--- src/rtl/spi_cmd_sequencer.sv ---
// Command sequencer in front of the 16-bit SPI master: buffers {rd, data} commands in a FIFO,
// launches one frame at a time and returns one response per command (read data or timeout).
module spi_cmd_sequencer #(
  parameter int FIFO_DEPTH = 4,
  parameter int TO_CYC     = 4000
) (
  input  logic        sys_clk,
  input  logic        rst,
  input  logic        cmd_valid,
  output logic        cmd_ready,
  input  logic        cmd_rd,
  input  logic [15:0] cmd_data,
  output logic        rsp_valid,
  output logic        rsp_rd,
  output logic [15:0] rsp_data,
  output logic        rsp_err,
  output logic        busy,
  output logic        spi_en,
  output logic        spi_wr_ctrl,
  output logic [15:0] spi_sdata,
  input  logic        spi_csn,
  input  logic        spi_done,
  input  logic [15:0] spi_rdata,
  output logic [2:0]  dbg_state
);

  localparam int AW = $clog2(FIFO_DEPTH);
  localparam int CW = $clog2(TO_CYC) + 1;
  localparam logic [CW-1:0] TO_LAST = CW'(TO_CYC - 1);

  typedef enum logic [2:0] {
    S_IDLE   = 3'd0,
    S_LAUNCH = 3'd1,
    S_XFER   = 3'd2,
    S_RESP   = 3'd3,
    S_ERR    = 3'd4
  } state_t;

  // cmd_valid/cmd_ready: a command moves when both are high at a sys_clk edge; cmd_rd and
  // cmd_data must be stable while cmd_valid is high. rsp_valid is a single-cycle pulse that
  // the consumer cannot stall.

  logic [16:0]   mem_q [FIFO_DEPTH];
  logic [AW:0]   wr_ptr_q, rd_ptr_q;
  logic          full, empty, push, pop;
  logic [16:0]   head;

  state_t        state_q, state_d;
  logic [CW-1:0] cnt_q, cnt_d;
  logic          done_q, done_rise, timeout;
  logic          en_q, en_d;
  logic          wr_ctrl_q, wr_ctrl_d;
  logic [15:0]   sdata_q, sdata_d;
  logic          rsp_valid_q, rsp_valid_d;
  logic          rsp_rd_q, rsp_rd_d;
  logic [15:0]   rsp_data_q, rsp_data_d;
  logic          rsp_err_q, rsp_err_d;

  assign empty = (wr_ptr_q == rd_ptr_q);
  assign full  = (wr_ptr_q[AW] != rd_ptr_q[AW]) && (wr_ptr_q[AW-1:0] == rd_ptr_q[AW-1:0]);
  assign push  = cmd_valid && !full;
  assign head  = mem_q[rd_ptr_q[AW-1:0]];

  always_ff @(posedge sys_clk) begin
    if (push) mem_q[wr_ptr_q[AW-1:0]] <= {cmd_rd, cmd_data};
  end

  always_ff @(posedge sys_clk) begin
    if (rst) begin
      wr_ptr_q <= '0;
      rd_ptr_q <= '0;
    end else begin
      if (push) wr_ptr_q <= wr_ptr_q + 1'b1;
      if (pop)  rd_ptr_q <= rd_ptr_q + 1'b1;
    end
  end

  // A long high level of spi_done must complete exactly one frame.
  assign done_rise = spi_done && !done_q;
  // >= keeps the exit reachable even if the counter ever steps past the limit.
  assign timeout   = (cnt_q >= TO_LAST);

  always_ff @(posedge sys_clk) begin
    if (rst) begin
      state_q     <= S_IDLE;
      cnt_q       <= '0;
      done_q      <= 1'b0;
      en_q        <= 1'b0;
      wr_ctrl_q   <= 1'b0;
      sdata_q     <= '0;
      rsp_valid_q <= 1'b0;
      rsp_rd_q    <= 1'b0;
      rsp_data_q  <= '0;
      rsp_err_q   <= 1'b0;
    end else begin
      state_q     <= state_d;
      cnt_q       <= cnt_d;
      done_q      <= spi_done;
      en_q        <= en_d;
      wr_ctrl_q   <= wr_ctrl_d;
      sdata_q     <= sdata_d;
      rsp_valid_q <= rsp_valid_d;
      rsp_rd_q    <= rsp_rd_d;
      rsp_data_q  <= rsp_data_d;
      rsp_err_q   <= rsp_err_d;
    end
  end

  always_comb begin
    state_d     = state_q;
    cnt_d       = cnt_q;
    en_d        = en_q;
    wr_ctrl_d   = wr_ctrl_q;
    sdata_d     = sdata_q;
    rsp_valid_d = 1'b0;
    rsp_rd_d    = rsp_rd_q;
    rsp_data_d  = rsp_data_q;
    rsp_err_d   = rsp_err_q;
    pop         = 1'b0;
    unique case (state_q)
      S_IDLE: begin
        if (!empty) begin
          pop       = 1'b1;
          wr_ctrl_d = head[16];
          sdata_d   = head[16] ? 16'h0000 : head[15:0];
          en_d      = 1'b1;
          cnt_d     = '0;
          state_d   = S_LAUNCH;
        end
      end
      S_LAUNCH, S_XFER: begin
        cnt_d = cnt_q + CW'(1);
        // The master has no accept signal: chip select falling is the launch acknowledge.
        if (state_q == S_XFER && done_rise) begin
          rsp_valid_d = 1'b1;
          rsp_rd_d    = wr_ctrl_q;
          rsp_data_d  = wr_ctrl_q ? spi_rdata : 16'h0000;
          rsp_err_d   = 1'b0;
          state_d     = S_RESP;
        end else if (timeout) begin
          en_d        = 1'b0;
          rsp_valid_d = 1'b1;
          rsp_rd_d    = wr_ctrl_q;
          rsp_data_d  = 16'h0000;
          rsp_err_d   = 1'b1;
          state_d     = S_ERR;
        end else if (state_q == S_LAUNCH && !spi_csn) begin
          en_d    = 1'b0;
          state_d = S_XFER;
        end
      end
      S_RESP:  state_d = S_IDLE;
      S_ERR:   state_d = S_IDLE;
      default: state_d = S_IDLE;
    endcase
  end

  assign cmd_ready   = !full;
  assign busy        = (state_q != S_IDLE) || !empty;
  assign spi_en      = en_q;
  assign spi_wr_ctrl = wr_ctrl_q;
  assign spi_sdata   = sdata_q;
  assign rsp_valid   = rsp_valid_q;
  assign rsp_rd      = rsp_rd_q;
  assign rsp_data    = rsp_data_q;
  assign rsp_err     = rsp_err_q;
  assign dbg_state   = state_q;

endmodule

--- config.mk ---
export PLATFORM = sky130hd
export DESIGN_NAME = spi_cmd_sequencer
export DESIGN_NICKNAME = d
export VERILOG_FILES = /design/src/rtl/spi_cmd_sequencer.sv
export SDC_FILE = /design/constraint.sdc
export NUM_CORES = 1
export LEC_CHECK = 0
export CAP_MARGIN = 20
export CELL_PAD_IN_SITES_DETAIL_PLACEMENT = 0
export CELL_PAD_IN_SITES_GLOBAL_PLACEMENT = 1
export CORE_MARGIN = 2
export CORE_UTILIZATION = 44
export DETAILED_ROUTE_END_ITERATION = 10
export MAX_ROUTING_LAYER = met4
export PLACE_DENSITY = 0.83
export SYNTH_ARGS = -nofsm -noshare
export SYNTH_HDL_FRONTEND = slang
export SYNTH_SLANG_ARGS = --single-unit
--- constraint.sdc ---
create_clock -name sys_clk -period 2.83 [get_ports sys_clk]
set_clock_uncertainty 0.15 [all_clocks]
set_input_delay 0.283 -clock sys_clk [delete_from_list [all_inputs] [get_ports sys_clk]]
set_output_delay 0.283 -clock sys_clk [all_outputs]
set_load 0.01 [all_outputs]
==> run summary, run 1 <==
status: complete, no violations
post-DR vias/cell: 5.40
Setup CP Type: reg -> out
number of global-route vias before repair: 3204
Syn Inst Count: 322
DR vias: 3070
LEAKAGE: 0.00225 uW
crit share post-route: 0.920
Initial Util: 0.449
# IOs: 80
H-tree Lvls: 4
layout cell share with drive strength beyond 1: 0.149
Worst VDD drop: 0.000631 V
worst rel slew slack: 0.484
Seq/Total Area, Yosys: 0.674
RSZ-0062 raised after global routing: no
n_diodes: 0
pin count of the biggest net entering global routing: 23
clock sink total: 130
Root Buffer: clkbuf_8
final setup violation count: 0
CP Capture Type: output port
Synth area leader: edfxtp_1
hold_buf cts: 0
gpl congestion: 0.803
DR pass1 iterations: 4
setup bufs post-CTS: 0
ys async rst share: 0
Min-Delay Path Class: in -> reg
width of the die: 109 um
final WL: 9.98 mm
predominant post-synthesis flop cell: edfxtp_1
Total Die Area: 11900 um2
Final HPWL DP: 6.38 mm
Arr. time, crit path: 2170 ps
post-route cell area: 6430 um2
Synth Warn #: 0
post_cts resized: 0
critical path startpoint category: flip-flop
Least-Margin Pin Slew: 769 ps
Post-Syn Area: 4870 um2
Synth Register Bits: 130
fin crit period: 2600 ps
starting DRC count in detailed routing: 124
die height: 109 um
final count of hold timing violations: 0
clk slew on worst S/H paths: 60 ps
max-slew violation count: 0
power density cells: 929 nW/um2
fillcell total: 863
Fmax achieved: 384 MHz
Max Cap Viol: 0
setup tns final: 0 ps
Netlist cell types: 41
area added between synthesis and finish: 32.0%
WL/cell: 17.5 um
GRT overflow: 0
CTS tree: done
clk buf depth: 2
Critical Path Fanout Max: 5
Mean Syn Cell Area: 15.1 um2
Core Region: 10800 um2
port bufs: 79
GRT Total Usage: 0.188
Core Rows: 38
WP data required: 2400 ps
global-route wire length before repair: 15.9 mm
dpl cell area: 5830 um2
CTS Buf Count: 17
Reg2Reg Setup Slack: 570 ps
worst skew pair latency: 520 ps
initial antenna violation count: 0
Final Net Count: 460
top area cells in the synthesized netlist: edfxtp_1 42%, dfxtp_1 25%, mux4_2 7.9%
post-synth top area share: 0.419
EDFF count, synth: 68
DR DRC count: 0
syn_nets: 366
DRT antenna net count: 0
through the flow:
step / utilization / std cells / hold slack [ps] / setup WS, ps / total power [uW]
floorplan: - / 322 / 232 / 764 / 3330
global placement: 0.537 / 535 / 309 / 243 / 3830
detailed placement: 0.537 / 535 / 316 / 186 / 3870
CTS: 0.591 / 567 / 177 / 191 / 6020
global route: 0.593 / 569 / 185 / 105 / 6240
finish: 0.593 / 569 / 206 / 227 / 5970
per-layer routing:
metal	vias to the layer above	wire length, um	GRT usage
met2	82	5280	0.321
met4	0	80	0.0615
met3	9	464	0.0580
met1	1536	4150	0.212
met5	-	0	-
li1	1443	-	-
Yosys cell counts (4+ instances only):
library cell   n
and3_1         4
buf_2          7
xnor2_1        6
nand4_1        8
nand2_1        8
a32o_1        16
and2_1         6
nand3_1        6
clkbuf_1       6
edfxtp_1      68
a22o_1        16
ha_1           6
dfxtp_1       62
mux4_2        17
xor2_1        11
a21oi_1        7
nor2_1        31
sequential cells by signal, summed over array words and instances (netlist names), named ones only:
signal / flops
mem_q: 68
rsp_data: 16
spi_sdata: 16
cnt_q: 13
dbg_state: 3
rd_ptr_q: 3
wr_ptr_q: 3
done_q: 1
rsp_err: 1
rsp_rd: 1
rsp_valid: 1
spi_en: 1
spi_wr_ctrl: 1
critical path: stages, from the launching register on:
cell and delay, ps:
dfxtp_1 370, xnor2_1 500, nand4b_1 250, clkdlybuf4s50_1 540
power breakdown:
group          total [uW]  leakage, uW  switching (uW)  internal, uW
registers            2330      0.00113             150          2180
logic                1510     0.000841             780           726
clock network        2130     0.000282             856          1280
total                5970      0.00225            1790          4180
path summary, 6_finish.rpt:
| kind | depth (start not counted) | startpoint | endpoint |
|---|---|---|---|
| worst max register to register | 5 | wr_ptr_q[0]$_SDFFE_PP0P_ | rsp_data[6]$_SDFFE_PP0P_ |
| worst min register to register | 1 | rsp_data[7]$_SDFFE_PP0P_ | rsp_data[7]$_SDFFE_PP0P_ |
| worst max-delay path | 3 | wr_ptr_q[0]$_SDFFE_PP0P_ | busy |
| worst min-delay path | 2 | spi_rdata[13] | rsp_data[13]$_SDFFE_PP0P_ |
layout by cell type, fill, tap and decap left out, drive strengths merged, types with 8 or more instances in the layout:
cell type and instances:
a21oi 8, a22o 16, a32o 16, buf 12
clkbuf 17, clkdlybuf4s50 79, dfxtp 62, edfxtp 68
inv 9, mux4 17, nand2 8, nand4 8
nor2 31, xor2 11
layout make-up:
| cell class | count | area [um2] | area share |
|---|---|---|---|
| flip-flops and latches | 130 | 3280 | 0.511 |
| multi-input cells | 173 | 1490 | 0.232 |
| repair buffers | 91 | 885 | 0.138 |
| clock buffers | 17 | 414 | 0.0644 |
| well taps | 140 | 175 | 0.0272 |
| clock inverters | 15 | 170 | 0.0265 |
| inverters | 3 | 11.3 | 0.00175 |
cells by family after synthesis:
group | synth area share
buffers and inverters | 0.0195
muxes | 0.0848
xor gates and xnor gates | 0.0306
AOI/OAI and AO/OA | 0.0961
and+or+nand+nor | 0.0792
DFF | 0.674
adders and majority gates | 0.0154
Note: power is estimated with default switching activity, not from simulation.
==> run 2: changes to the inputs <==
--- a/config.mk
+++ b/config.mk
@@ -8,9 +8,11 @@
 export CAP_MARGIN = 20
 export CELL_PAD_IN_SITES_DETAIL_PLACEMENT = 0
 export CELL_PAD_IN_SITES_GLOBAL_PLACEMENT = 1
+export CORE_ASPECT_RATIO = 1.1
 export CORE_MARGIN = 2
 export CORE_UTILIZATION = 44
 export DETAILED_ROUTE_END_ITERATION = 10
+export GPL_ROUTABILITY_DRIVEN = 0
 export MAX_ROUTING_LAYER = met4
 export PLACE_DENSITY = 0.83
 export SYNTH_ARGS = -nofsm -noshare
==> run summary, run 2 (same netlist as run 1, synthesis figures left out) <==
GRT overflow: 0 (unchanged)
fin crit period: 2480 ps (was 2600 ps)
pin count of the biggest net entering global routing: 23 (unchanged)
Hold Path Cell Cnt: 1 (was 2)
DRT antenna net count: 0 (unchanged)
Core Region: 10900 um2 (was 10800 um2)
n_diodes: 0 (unchanged)
Post-Place Cells: 543 (was 535)
CTS Buf Count: 17 (unchanged)
initial antenna violation count: 0 (unchanged)
WP data required: 2400 ps (about the same)
post_cts resized: 0 (unchanged)
final core utilization: 0.589 (was 0.593)
Fmax achieved: 403 MHz (was 384 MHz)
Total Die Area: 11900 um2 (about the same)
number of flip-flops under the largest register name: 68 (unchanged)
H-tree Lvls: 4 (unchanged)
port bufs: 79 (unchanged)
Setup WS pre-CTS: 250 ps (was 186 ps)
number of global-route vias before repair: 3169 (was 3204)
Worst R2R Start: dbg_state[1]$_SDFFE_PP0P_ (was wr_ptr_q[0]$_SDFFE_PP0P_)
setup tns final: 0 ps (unchanged)
GRT Total Usage: 0.180 (was 0.188)
worst rel slew slack: 0.350 (was 0.484)
max-slew violation count: 0 (unchanged)
status: complete, no violations (unchanged)
die height: 114 um (was 109 um)
fin worst setup slack: 350 ps (was 227 ps)
post-DR vias/cell: 5.35 (was 5.40)
Final Net Count: 459 (was 460)
Least-Margin Pin Slew: 971 ps (was 769 ps)
clock sink total: 130 (unchanged)
clk slew on worst S/H paths: 60 ps (about the same)
worst skew pair latency: 400 ps (was 520 ps)
width of the die: 104 um (was 109 um)
setup bufs post-CTS: 0 (unchanged)
DR vias: 3077 (was 3070)
WL/cell: 17.1 um (was 17.5 um)
Hold Path Sink: spi_sdata[12]$_SDFFE_PP0P_ (was rsp_data[13]$_SDFFE_PP0P_)
Reg2Reg Setup Slack: 520 ps (was 570 ps)
DR DRC count: 0 (unchanged)
# IOs: 80 (unchanged)
worst r2r path cells: 4 (was 5)
Final HPWL DP: 6.27 mm (was 6.38 mm)
fillcell total: 879 (was 863)
Worst VDD drop: 0.000559 V (was 0.000631 V)
final WL: 9.84 mm (was 9.98 mm)
commonest non-fill, non-tap cell in the layout: clkdlybuf4s50_1 (unchanged)
hold_buf cts: 0 (unchanged)
FF+latch area: 3280 um2 (unchanged)
clk buf depth: 2 (unchanged)
critical path startpoint category: flip-flop (unchanged)
non-filler cells, final: 575 (was 569)
final setup violation count: 0 (unchanged)
Setup CP Type: reg -> out (unchanged)
Root Buffer: clkbuf_16 (was clkbuf_8)
power density cells: 913 nW/um2 (was 929 nW/um2)
Max Cap Viol: 0 (unchanged)
RSZ-0062 raised after global routing: no (unchanged)
crit share post-route: 0.876 (was 0.920)
area added between synthesis and finish: 31.5% (was 32.0%)
final hold slack: 311 ps (was 206 ps)
area of the multi-input gates: 1490 um2 (unchanged)
DR pass1 iterations: 6 (was 4)
Arr. time, crit path: 2050 ps (was 2170 ps)
Core Rows: 40 (was 38)
Reg-to-Reg End: rsp_data[13]$_SDFFE_PP0P_ (was rsp_data[6]$_SDFFE_PP0P_)
Min-Delay Path Class: reg -> reg (was in -> reg)
layout cell share with drive strength beyond 1: 0.145 (was 0.149)
starting DRC count in detailed routing: 163 (was 124)
global-route wire length before repair: 16.0 mm (was 15.9 mm)
CTS tree: done (unchanged)
LEAKAGE: 0.00224 uW (was 0.00225 uW)
Initial Util: 0.448 (was 0.449)
CP Capture Type: output port (unchanged)
Critical Path Fanout Max: 11 (was 5)
most frequent cells in the layout: 79 x clkdlybuf4s50_1, 68 x edfxtp_1, 62 x dfxtp_1 (unchanged)
final count of hold timing violations: 0 (unchanged)
HP Start: spi_sdata[12]$_SDFFE_PP0P_ (was spi_rdata[13])
[run 2: changes by cell type in the layout (fill, tap and decap cells not counted)]
cell        delta
clkinv_2       +5
inv_6          -4
buf_4          -1
bufinv_16      -1
clkbuf_16      +1
clkinv_1       +1
clkinvlp_4     -1
inv_8          -1
[run 2: final cells by class]
| type | count | share of cell area |
|---|---|---|
| multi-input combinational | 173 | 0.233 |
| timing repair buffer | 90 | 0.137 |
| inverter | 3 | 0.00176 |
| clock buffer | 18 | 0.0686 |
| sequential | 130 | 0.513 |
| tap | 147 | 0.0287 |
| clock inverter | 14 | 0.0180 |
[run 2: per-stage QoR]
step / power, uW / area (um2)
3_3_place_gp: 3840 / 5830
5_1_grt: 6130 / 6400
4_1_cts: 5900 / 6400
6_report: 5840 / 6400
2_1_floorplan: 3330 / 4870
3_5_place_dp: 3870 / 5850
[run 2: routing by layer]
layer  routed length, um  vias to the layer above  track usage
li1                    -                     1439            -
met1                4300                     1548        0.213
met2                4990                       83        0.299
met3                 444                        7       0.0467
met4                 104                        0       0.0658
met5                   0                        -            -
[run 2: power by group]
group | switching, uW | total [uW] | leakage [uW] | internal (uW)
clock | 782 | 2010 | 0.000277 | 1220
sequential | 145 | 2330 | 0.00113 | 2180
combinational | 786 | 1510 | 0.000835 | 725
total | 1710 | 5840 | 0.00224 | 4130
[run 2: worst max-delay path, stage by stage, from the launching register on]
cell             delay [ps]
dfxtp_1                 400
or3_4                   450
nand4b_1                250
clkdlybuf4s50_1         540
[run 2: how the worst max path moves through the flow]
stage | start | to | slack [ps]
finish | dbg_state[0]$_SDFFE_PP0P_ | busy | 350
global route | wr_ptr_q[0]$_SDFFE_PP0P_ | busy | 220
CTS | dbg_state[0]$_SDFFE_PP0P_ | busy | 310
detailed placement | spi_done | rsp_data[0]$_SDFFE_PP0P_ | 250
global placement | spi_done | rsp_data[6]$_SDFFE_PP0P_ | 310
floorplan | dbg_state[0]$_SDFFE_PP0P_ | rsp_data[10]$_SDFFE_PP0P_ | 760
==> run 3: changes to the inputs <==
--- a/config.mk
+++ b/config.mk
@@ -10,11 +10,11 @@
 export CELL_PAD_IN_SITES_GLOBAL_PLACEMENT = 1
 export CORE_ASPECT_RATIO = 1.1
 export CORE_MARGIN = 2
-export CORE_UTILIZATION = 44
+export CORE_UTILIZATION = 39
 export DETAILED_ROUTE_END_ITERATION = 10
 export GPL_ROUTABILITY_DRIVEN = 0
 export MAX_ROUTING_LAYER = met4
-export PLACE_DENSITY = 0.83
+export PLACE_DENSITY = 0.79
 export SYNTH_ARGS = -nofsm -noshare
 export SYNTH_HDL_FRONTEND = slang
 export SYNTH_SLANG_ARGS = --single-unit
==> constraint.sdc (replaced) <==
create_clock -name sys_clk -period 2.2 [get_ports sys_clk]
set_clock_uncertainty 0.15 [all_clocks]
set_input_delay 0.22 -clock sys_clk [delete_from_list [all_inputs] [get_ports sys_clk]]
set_output_delay 0.22 -clock sys_clk [all_outputs]
set_load 0.01 [all_outputs]
==> run summary, run 3 (same netlist as run 1, synthesis figures left out) <==
status: complete, no violations (unchanged)
pin count of the biggest net entering global routing: 21 (was 23)
Least-Margin Pin Slew: 465 ps (was 971 ps)
LEAKAGE: 0.00232 uW (was 0.00224 uW)
worst rel slew slack: 0.687 (was 0.350)
max-slew violation count: 0 (unchanged)
post-route cell area: 6620 um2 (was 6400 um2)
Reg2Reg Setup Slack: 150 ps (was 520 ps)
DR pass1 iterations: 5 (was 6)
most frequent cells in the layout: 78 x clkdlybuf4s50_1, 68 x edfxtp_1, 61 x dfxtp_1 (was 79 x clkdlybuf4s50_1, 68 x edfxtp_1, 62 x dfxtp_1)
RSZ-0062 raised after global routing: no (unchanged)
area of the multi-input gates: 1530 um2 (was 1490 um2)
hold_buf cts: 0 (unchanged)
DR DRC count: 0 (unchanged)
DRT antenna net count: 0 (unchanged)
CP Capture Type: output port (unchanged)
Max Cap Viol: 0 (unchanged)
final hold slack: 255 ps (was 311 ps)
Initial Util: 0.403 (was 0.448)
Critical Path Fanout Max: 3 (was 11)
final count of hold timing violations: 0 (unchanged)
starting DRC count in detailed routing: 155 (was 163)
port bufs: 79 (unchanged)
final core utilization: 0.548 (was 0.589)
number of global-route vias before repair: 3254 (was 3169)
H-tree Lvls: 4 (unchanged)
width of the die: 111 um (was 104 um)
Total Die Area: 13400 um2 (was 11900 um2)
Setup CP Type: reg -> out (unchanged)
Worst VDD drop: 0.000739 V (was 0.000559 V)
fin crit period: 2090 ps
WP data required: 1830 ps (was 2400 ps)
clock sink total: 130 (unchanged)
FF+latch area: 3280 um2 (about the same)
die height: 121 um (was 114 um)
CTS Buf Count: 17 (unchanged)
power density cells: 1190 nW/um2 (was 913 nW/um2)
Core Region: 12100 um2 (was 10900 um2)
clk slew on worst S/H paths: 60 ps (about the same)
Worst R2R Start: dbg_state[0]$_SDFFE_PP0P_ (was dbg_state[1]$_SDFFE_PP0P_)
layout cell share with drive strength beyond 1: 0.170 (was 0.145)
Final HPWL DP: 6.66 mm (was 6.27 mm)
metal3 WL: 523 um (was 444 um)
CTS tree: done (unchanged)
wl on met1: 4.37 mm (was 4.30 mm)
post-DR vias/cell: 5.23 (was 5.35)
uppermost layer routed: met4 (unchanged)
worst r2r path cells: 5 (was 4)
Root Buffer: clkbuf_16 (unchanged)
critical path startpoint category: flip-flop (unchanged)
clk buf depth: 2 (unchanged)
crit share post-route: 0.948
number of flip-flops under the largest register name: 68 (unchanged)
commonest non-fill, non-tap cell in the layout: clkdlybuf4s50_1 (unchanged)
Core Rows: 42 (was 40)
area added between synthesis and finish: 36.0% (was 31.5%)
GRT Total Usage: 0.167 (was 0.180)
routed wl met2: 5.27 mm (was 4.99 mm)
n_diodes: 0 (unchanged)
global-route wire length before repair: 16.5 mm (was 16.0 mm)
WL/cell: 17.3 um (was 17.1 um)
final WL: 10.2 mm (was 9.84 mm)
final setup violation count: 0 (unchanged)
Hold Path Cell Cnt: 2 (was 1)
worst skew pair latency: 410 ps (was 400 ps)
# IOs: 80 (unchanged)
fillcell total: 979 (was 879)
setup tns final: 0 ps (unchanged)
Final Net Count: 471 (was 459)
worst setup path startpoint: dbg_state[0]$_SDFFE_PP0P_ (unchanged)
Arr. time, crit path: 1720 ps (was 2050 ps)
GRT overflow: 0 (unchanged)
Reg-to-Reg End: rsp_data[11]$_SDFFE_PP0P_ (was rsp_data[13]$_SDFFE_PP0P_)
Min-Delay Path Class: in -> reg (was reg -> reg)
initial antenna violation count: 0 (unchanged)
Critical Path End: busy (unchanged)
DR vias: 3107 (was 3077)
dpl cell area: 5990 um2 (was 5850 um2)
Tot Pwr: 7880 uW (was 5840 uW)
Fmax achieved: 479 MHz
## run 3: changes by cell type in the layout (fill, tap and decap cells not counted), sizes merged
cell	before	now
clkinv	11	4
inv	4	5
clkdlybuf4s50	79	78
buf	11	23
dlygate4sd2	0	1
clkinvlp	1	4
clkbuf	18	19
bufinv	1	3
## run 3: critical path, cell delays in order (launching register included)
cell and delay [ps]:
dfxtp_1 310, or3_4 420, nand4b_1 240, dlygate4sd2_1 340
## run 3: power breakdown
| part | internal (uW) | total (uW) | switching, uW |
|---|---|---|---|
| Combinational | 1050 | 2120 | 1070 |
| Sequential | 2810 | 2970 | 162 |
| Clock | 1780 | 2800 | 1020 |
| Total | 5640 | 7880 | 2250 |
## run 3: worst min-delay path by stage
stage / slack, ps / startpoint / end
global route: 240 / spi_rdata[2] / rsp_data[2]$_SDFFE_PP0P_
finish: 260 / spi_rdata[2] / rsp_data[2]$_SDFFE_PP0P_
global placement: 300 / spi_sdata[13]$_SDFFE_PP0P_ / spi_sdata[13]$_SDFFE_PP0P_
CTS: 230 / spi_rdata[7] / rsp_data[7]$_SDFFE_PP0P_
detailed placement: 310 / spi_sdata[9]$_SDFFE_PP0P_ / spi_sdata[9]$_SDFFE_PP0P_
floorplan: 170 / cmd_data[0] / mem_q[0][0]$_DFFE_PP_
## run 3: what timing repair did
action | 4_1_cts | 5_1_grt
resized for setup | 3 | 3
endpoints found under the hold margin | 0 | 0
setup endpoints to repair | 2 | 1
buffers inserted | 0 | 0
## run 3: layer usage
layer  up-vias  GRT usage
met4         0     0.0508
met1      1535      0.193
li1       1466          -
met5         -          -
met3         7     0.0619
met2        99      0.273
## run 3: final cells by class
| class | count | share of cell area |
|---|---|---|
| multi-input combinational | 173 | 0.231 |
| clock inverter | 13 | 0.0242 |
| inverter | 3 | 0.00170 |
| sequential | 130 | 0.496 |
| timing repair buffer | 102 | 0.153 |
| tap | 154 | 0.0291 |
| clock buffer | 19 | 0.0654 |
## run 3: stage by stage
stage / instances / setup slack [ps]
finish: 594 / 114
global route: 594 / 16.5
CTS: 594 / 34.9
detailed placement: 562 / 80.2
global placement: 562 / 127
floorplan: 322 / 134
